--- config.mk ---
export PLATFORM = sky130hd
export DESIGN_NAME = controlador_sincronia
export DESIGN_NICKNAME = d
export VERILOG_FILES = /design/src/rtl/controlador_sincronia.sv
export SDC_FILE = /design/constraint.sdc
export NUM_CORES = 1
export LEC_CHECK = 0
export ABC_AREA = 0
export BUFFER_PORTS_ARGS = -buffer_cell sky130_fd_sc_hd__buf_2
export CORE_UTILIZATION = 50
export DETAILED_ROUTE_END_ITERATION = 10
export PLACE_DENSITY = 0.71
export SETUP_SLACK_MARGIN = 0.3
export SLEW_MARGIN = 20
export SYNTH_ARGS = -nofsm -noshare
export SYNTH_HDL_FRONTEND = slang
export SYNTH_SLANG_ARGS = --single-unit
export TNS_END_PERCENT = 50
--- constraint.sdc ---
create_clock -name clk -period 2.6 [get_ports clk]
set_clock_uncertainty 0.1 [all_clocks]
set_input_delay 0.26 -clock clk [delete_from_list [all_inputs] [get_ports clk]]
set_output_delay 0.26 -clock clk [all_outputs]
set_load 0.005 [all_outputs]
--- src/rtl/controlador_sincronia.sv ---
// controlador_sincronia: frame alignment hunt, confirm and lock controller.
// Emits each locked word and counts lock losses.
module controlador_sincronia #(
    parameter int             N            = 5,
    parameter logic [N-1:0]   SECUENCIA    = 5'b10100,
    parameter logic [N-1:0]   SEC_REINICIO = 5'b00000,
    parameter int             M_SINC       = 1,
    parameter int             M_PERD       = 1
) (
    input  logic         clk,
    input  logic         rst,
    input  logic         s_in,
    output logic         valido,
    output logic         nuevo_numero,
    output logic [N-1:0] dato,
    output logic [1:0]   estado,
    output logic [7:0]   perdidas
);

    localparam int CW = $clog2(N);
    localparam logic [CW-1:0] ULT = CW'(N - 1);
    localparam logic [3:0] MS = 4'(M_SINC);
    localparam logic [3:0] MP = 4'(M_PERD);

    typedef enum logic [1:0] {
        HUNT    = 2'b00,
        PRESYNC = 2'b01,
        LOCK    = 2'b10,
        ILEGAL  = 2'b11
    } estado_t;

    estado_t       st;
    logic [N-2:0]  sr;
    logic [N-1:0]  w;
    logic [CW-1:0] cnt;
    logic [3:0]    good;
    logic [3:0]    bad;
    logic          fin;

    // Window holds the N newest bits, including the one sampled now
    assign w      = {sr, s_in};
    assign fin    = (cnt == ULT);
    assign estado = st;

    // Sync state machine with registered outputs
    always_ff @(posedge clk or negedge rst) begin
        if (!rst) begin
            st           <= HUNT;
            sr           <= '0;
            cnt          <= '0;
            good         <= '0;
            bad          <= '0;
            dato         <= '0;
            perdidas     <= '0;
            valido       <= 1'b0;
            nuevo_numero <= 1'b0;
        end else begin
            sr           <= w[N-2:0];
            nuevo_numero <= 1'b0;
            cnt          <= fin ? '0 : cnt + 1'b1;
            case (st)
                HUNT: begin
                    if (w == SECUENCIA) begin
                        good <= 4'd1;
                        cnt  <= '0;
                        if (M_SINC == 1) begin
                            st     <= LOCK;
                            valido <= 1'b1;
                            bad    <= '0;
                        end else begin
                            st <= PRESYNC;
                        end
                    end
                end
                PRESYNC: begin
                    if (fin) begin
                        if (w == SECUENCIA) begin
                            good <= good + 4'd1;
                            if (good + 4'd1 == MS) begin
                                st     <= LOCK;
                                cnt    <= '0;
                                bad    <= '0;
                                valido <= 1'b1;
                            end
                        end else begin
                            st   <= HUNT;
                            good <= '0;
                        end
                    end
                end
                LOCK: begin
                    if (fin) begin
                        if (w == SEC_REINICIO) begin
                            if (bad + 4'd1 == MP) begin
                                st     <= HUNT;
                                valido <= 1'b0;
                                bad    <= '0;
                                good   <= '0;
                                if (perdidas != 8'hFF)
                                    perdidas <= perdidas + 8'd1;
                            end else begin
                                bad <= bad + 4'd1;
                            end
                        end else begin
                            bad          <= '0;
                            dato         <= w;
                            nuevo_numero <= 1'b1;
                        end
                    end
                end
                default: begin
                    st     <= HUNT;
                    valido <= 1'b0;
                    good   <= '0;
                    bad    <= '0;
                end
            endcase
        end
    end

endmodule

==> flow_summary.json, run 1 <==
{
  "syn_nets": 116,
  "grt_pass1_wl_mm": 3.37,
  "grt_use_total": 0.171,
  "pin_count": 20,
  "clk_path_buf_depth": 2,
  "irDropWorstVdd_mv": 0.619,
  "layout-drive-gt1-share": 0.264,
  "synth_top_area_cell": "dfrtp_1",
  "postSynthCellCount": 108,
  "first_global_vias": 812,
  "crit_type": "input port to register",
  "timing.final.crit_period_ns": 2.21,
  "yosysSeqAreaShare": 0.542,
  "die_width_um": 51.0,
  "path_cells": "dlygate4sd3_1 -> buf_2 -> or3_4 -> or4_4 -> nor2_4 -> nand2_2 -> mux2_4",
  "clk_latency_ns": 0.32,
  "ys_types": 33,
  "critical_path_arrival_ns": 2.33,
  "cts_resized": 0,
  "drtIter0Drc": 11,
  "drv_slew": 0,
  "synth_area_leaders": "dfrtp_1 54%, ha_1 5.2%, mux2_2 4.7%",
  "startpoint_type": "input port",
  "ant_nets": 0,
  "drtPass1Iterations": 4,
  "synth_ff_type": "dfrtp_1",
  "final_cells": 157,
  "worst_path_max_delay_cell": "dlygate4sd3_1",
  "die_h_um": 51.0,
  "finalSetupViolations": 0,
  "final_util": 0.608,
  "final_cell_mix": "26 x dfrtp_1, 18 x buf_2, 8 x nor2_1, 8 x nand3_1",
  "root_buffer": "clkbuf_4",
  "r2r_setup_slack_ns": 0.49,
  "dp_hpwl_mm": 1.40,
  "syn_area_um2": 1200,
  "routed_via_density": 5.18,
  "end_kind": "register",
  "yosys_register_bits": 26,
  "r2r-end": "perdidas[1]$_DFFE_PN0P_",
  "hold_violations": 0,
  "layout_commonest_cell": "dfrtp_1",
  "coreArea_um2": 2230,
  "cp_data_required_time_ns": 2.72,
  "io_buffers": 18,
  "start_util": 0.537,
  "fmax_ghz": 0.453,
  "dp.cells": 151,
  "cp_slowest_stage_delay_ns": 0.53,
  "fp.dieArea_um2": 2600,
  "cts_setup_buffers": 0,
  "antenna_found_initial": 0,
  "cts_tree": "built",
  "crit-reg2reg-launch": "cnt[0]$_DFF_PN0_",
  "fin_setup_tns_ns": 0,
  "h-tree-depth": 1,
  "wl_per_cell_um": 12.0,
  "run_status": "complete, no violations",
  "syn_avg_cell_area_um2": 11.1,
  "rsz0062_at_grt": "false",
  "synth_edf_count": 0,
  "num_vias": 813,
  "critPathTopFamily": "simple AND/OR/NAND/NOR gates",
  "clkSlewWorstSetupHoldPaths_ns": 0.13,
  "rows": 17,
  "drv_cap": 0,
  "worstMarginPinSlew_ns": 0.555,
  "ys.warnings.count": 0,
  "ff2ff_path_depth": 7,
  "synthArstFlopShare": 1.00,
  "worstHoldPathType": "register to register",
  "crit_cells": 7,
  "leakagePower_nw": 0.650,
  "cp_max_fo": 7,
  "cts-buffers-inserted": 3,
  "worstPathBufferInverterCount": 2,
  "drt_wl_total_mm": 1.88,
  "worstSetupEndpoint": "perdidas[1]$_DFFE_PN0P_",
  "yosysTopAreaCellShare": 0.542,
  "grt_overflow_total": 0,
  "startpoint": "s_in",
  "antenna_cells": 0,
  "powerDensity_nw_per_um2": 797,
  "layout_worst_path_cycle_share": 0.848,
  "grt_max_degree": 27,
  "clock_sinks": 26,
  "drc_errors": 0,
  "max_slew_margin": 0.630,
  "place_congestion": 0.828,
  "area.growth.synth_to_final_pct": 13.2,
  "final_nets": 138
}
synth_stat cells (2+ instances only):
library cell,number
dfrtp_1,26
buf_4,2
mux2_2,5
nor2b_1,3
nand3_1,8
nor2_1,8
nand4_1,2
a21oi_1,5
o21ai_0,3
inv_1,6
xnor2_1,5
and3_1,2
ha_1,5
nand2_1,6
nor3_1,4
flip-flops by register name (all words and copies together) (netlist names):
name / cells
perdidas: 8
cnt: 3
nuevo_numero: 1
dato: 5
bad: 4
valido: 1
sr: 4
cells by family (layout without fill, tap and decap cells):
family          after synthesis  after routing  synth area share
simple gates                 41             41             0.190
flops                        26             26             0.542
compound gates               13             13            0.0657
buf+inv                      10             31            0.0438
xor+xnor                      6              6            0.0438
mux                           6              6            0.0594
fa+ha+maj                     5              5            0.0521
other cells                   1              1           0.00313
area by class of cell:
class                      instances  area (µm²)
timing repair buffer              21         118
multi-input combinational         72         497
tap                               28        35.0
fill                             189         875
inverter                           6        22.5
sequential                        26         651
clock buffer                       4        36.3
stage by stage:
stage	power [W]	hold WS [ns]	instance area [µm²]	setup WS, ns
2_1_floorplan	0.000773	-0.136	1200	0.507
3_3_place_gp	0.000876	0.181	1300	0.545
3_5_place_dp	0.000896	0.182	1300	0.507
4_1_cts	0.00109	0.318	1360	0.329
5_1_grt	0.00115	0.332	1360	0.337
6_report	0.00108	0.310	1360	0.394
report_power, final:
part / leakage, nW / internal (W) / switching (W)
logic: 0.295 / 0.000160 / 0.000158
clock network: 0.0210 / 0.0000857 / 0.000115
registers: 0.334 / 0.000496 / 0.0000689
total: 0.650 / 0.000742 / 0.000342
repair_timing:
| item | in CTS | in global routing |
|---|---|---|
| endpoints found under the setup margin | 0 | 3 |
| hold buffers | 2 | 0 |
| endpoints found under the hold margin | 27 | 0 |
routing by layer:
layer / wire [µm] / vias to the layer above / global-route usage
li1: - / 413 / -
met1: 927 / 386 / 0.227
met2: 886 / 12 / 0.289
met3: 43 / 2 / 0.0179
met4: 23 / 0 / 0.0556
met5: 0 / - / 0
worst min-delay path by stage:
stage / startpoint / endpoint / slack, ns / cells past startpoint
after floorplan: rst / bad[0]$_DFFE_PN0P_ / -0.14 / 0
after global placement: rst / perdidas[1]$_DFFE_PN0P_ / 0.18 / 1
after detailed placement: rst / perdidas[0]$_DFFE_PN0P_ / 0.18 / 1
after CTS: sr[0]$_DFF_PN0_ / sr[1]$_DFF_PN0_ / 0.32 / 0
after global routing: sr[0]$_DFF_PN0_ / sr[1]$_DFF_PN0_ / 0.33 / 0
final: sr[0]$_DFF_PN0_ / sr[1]$_DFF_PN0_ / 0.31 / 0
Note: power is estimated with default switching activity, not from simulation.
==> run 2, diff against run 1 <==
clock period = 2.1 ns   (was 2.6 ns; I/O delays follow)
==> run 2 against run 1 <==
Sequential cell count unchanged. Sequential power up 26%. Global-route usage up 1.7 points. Clock power about the same. Combinational power up 46%. Critical endpoint unchanged. Via count up 9.7%. First-iteration DRC count up 82%. Clock-buffer cell count down 1. Non-clock buffer count up 9.
==> flow_summary.json, run 2 (synthesis results as in run 1) <==
{
  "run_status": "complete, no violations",
  "drtIter0Drc": 20,
  "worst_path_max_delay_cell": "or4_4",
  "finalSetupViolations": 0,
  "worstPathBufferInverterCount": 0,
  "grtUsageMet3": 0.0179,
  "final_nets": 147,
  "clk_path_buf_depth": 2,
  "clock_sinks": 26,
  "placedInstanceArea_um2": 1320,
  "layout_commonest_cell": "dfrtp_1",
  "leakagePower_nw": 0.689,
  "dp.cells": 152,
  "regMostFlops": "perdidas",
  "worstHoldPathType": "input port to register",
  "ff2ff_path_depth": 5,
  "fin_setup_tns_ns": 0,
  "met1_usage": 0.260,
  "drc_errors": 0,
  "grt_max_degree": 27,
  "crit-reg2reg-launch": "sr[0]$_DFF_PN0_",
  "routed_via_density": 5.41,
  "wl_per_cell_um": 12.6,
  "startpoint_type": "register",
  "clkSlewWorstSetupHoldPaths_ns": 0.13,
  "finish.instance_area_um2": 1460,
  "reg.largest.list": "perdidas x8, dato x5",
  "grt_overflow_total": 0,
  "drt_wl_total_mm": 2.08,
  "antenna_found_initial": 0,
  "powerDensity_nw_per_um2": 944,
  "h-tree-depth": 1,
  "drv_cap": 0,
  "cts_tree": "built",
  "path_cells": "or3_4 -> or4_4 -> nor2_4 -> nand2_2 -> mux2_4",
  "fmax_ghz": 0.509,
  "area.growth.synth_to_final_pct": 21.8,
  "critPathTopFamily": "simple AND/OR/NAND/NOR gates",
  "r2r-end": "perdidas[1]$_DFFE_PN0P_",
  "root_buffer": "clkbuf_4",
  "die_width_um": 51.0,
  "hold_start": "s_in",
  "coreArea_um2": 2230,
  "min_delay_path_depth": 2,
  "clk_latency_ns": 0.31,
  "power.total_w": 0.00138,
  "final_cell_mix": "24 x dfrtp_1, 18 x buf_2, 10 x buf_4, 8 x nor2_1, 7 x nand3_1",
  "critical_path_arrival_ns": 2.08,
  "place_congestion": 0.807,
  "r2r_setup_slack_ns": 0.14,
  "use_met2": 0.294,
  "fp.dieArea_um2": 2600,
  "grt_pass1_wl_mm": 3.60,
  "drtPass1Iterations": 4,
  "cp_slowest_stage_delay_ns": 0.49,
  "cp_max_fo": 5,
  "max_slew_margin": 0.627,
  "min_to": "dato[0]$_DFFE_PN0P_",
  "drv_slew": 0,
  "crit_type": "register to register",
  "layout_worst_path_cycle_share": 0.935,
  "hold_violations": 0,
  "rows": 17,
  "irDropWorstVdd_mv": 0.606,
  "cts-buffers-inserted": 3,
  "rsz0062_at_grt": "true",
  "grt_use_total": 0.187,
  "ant_nets": 0,
  "end_kind": "register",
  "worstMarginPinSlew_ns": 0.559,
  "io_buffers": 18,
  "largest_reg_flops": 8,
  "timing.final.crit_period_ns": 1.96,
  "pin_count": 20,
  "layout-drive-gt1-share": 0.372,
  "cp_data_required_time_ns": 2.22,
  "dp_hpwl_mm": 1.41,
  "start_util": 0.537,
  "die_h_um": 51.0,
  "first_global_vias": 847,
  "num_vias": 892,
  "final_util": 0.654,
  "antenna_cells": 0,
  "top_usage_layer": "met2",
  "final_cells": 165
}
[run 2: cell types whose count changed in the layout (fill, tap and decap cells not counted), sizes merged]
cell,before,now
buf,19,28
clkbuf,4,3
[run 2: worst max-delay path by stage]
stage / startpoint / to / cells after the start
finish: sr[0]$_DFF_PN0_ / perdidas[1]$_DFFE_PN0P_ / 5
floorplan: cnt[0]$_DFF_PN0_ / perdidas[1]$_DFFE_PN0P_ / 8
CTS: sr[0]$_DFF_PN0_ / perdidas[1]$_DFFE_PN0P_ / 5
global placement: cnt[0]$_DFF_PN0_ / perdidas[1]$_DFFE_PN0P_ / 7
detailed placement: cnt[0]$_DFF_PN0_ / perdidas[7]$_DFFE_PN0P_ / 7
global route: cnt[0]$_DFF_PN0_ / perdidas[1]$_DFFE_PN0P_ / 7
[run 2: cell type report]
type | instances | area [µm²]
fillers | 186 | 772
repair buffers | 30 | 185
inverters | 6 | 22.5
well taps | 28 | 35.0
multi-input cells | 72 | 543
clock buffers | 3 | 22.5
flip-flops and latches | 26 | 653
[run 2: layer usage]
metal | part of all wire | vias up | wire [µm]
li1 | - | 434 | -
met1 | 0.48 | 438 | 1010
met2 | 0.48 | 16 | 995
met3 | 0.025 | 4 | 53
met4 | 0.013 | 0 | 27
met5 | 0 | - | 0
[run 2: where the power goes]
| group | switching (W) | leakage (nW) | internal [W] | total [W] |
|---|---|---|---|---|
| Combinational | 0.000221 | 0.344 | 0.000243 | 0.000464 |
| Clock | 0.000135 | 0.0138 | 0.0000671 | 0.000202 |
| Sequential | 0.0000977 | 0.331 | 0.000616 | 0.000714 |
[run 2: what timing repair did]
item | CTS | global route
hold endpoints to repair | 27 | 0
hold buffers | 2 | 0
buffers inserted | 5 | 3
cloned | 0 | 0
endpoints found under the setup margin | 8 | 18
pin swaps | 5 | 5
gates resized for setup | 2 | 8
[run 2: worst reg2reg max path, stage by stage, from the launching register on]
cell and delay, ns:
dfrtp_1 0.41, or3_4 0.37, or4_4 0.49, nor2_4 0.13
nand2_2 0.07, mux2_4 0.30
[run 2: metrics by stage]
stage | hold WS [ns] | worst slack, ns
floorplan | -0.186 | 0.0999
global placement | 0.139 | 0.107
detailed placement | 0.138 | 0.0469
CTS | 0.0386 | 0.0620
global route | 0.0379 | 0.0862
finish | 0.0488 | 0.136
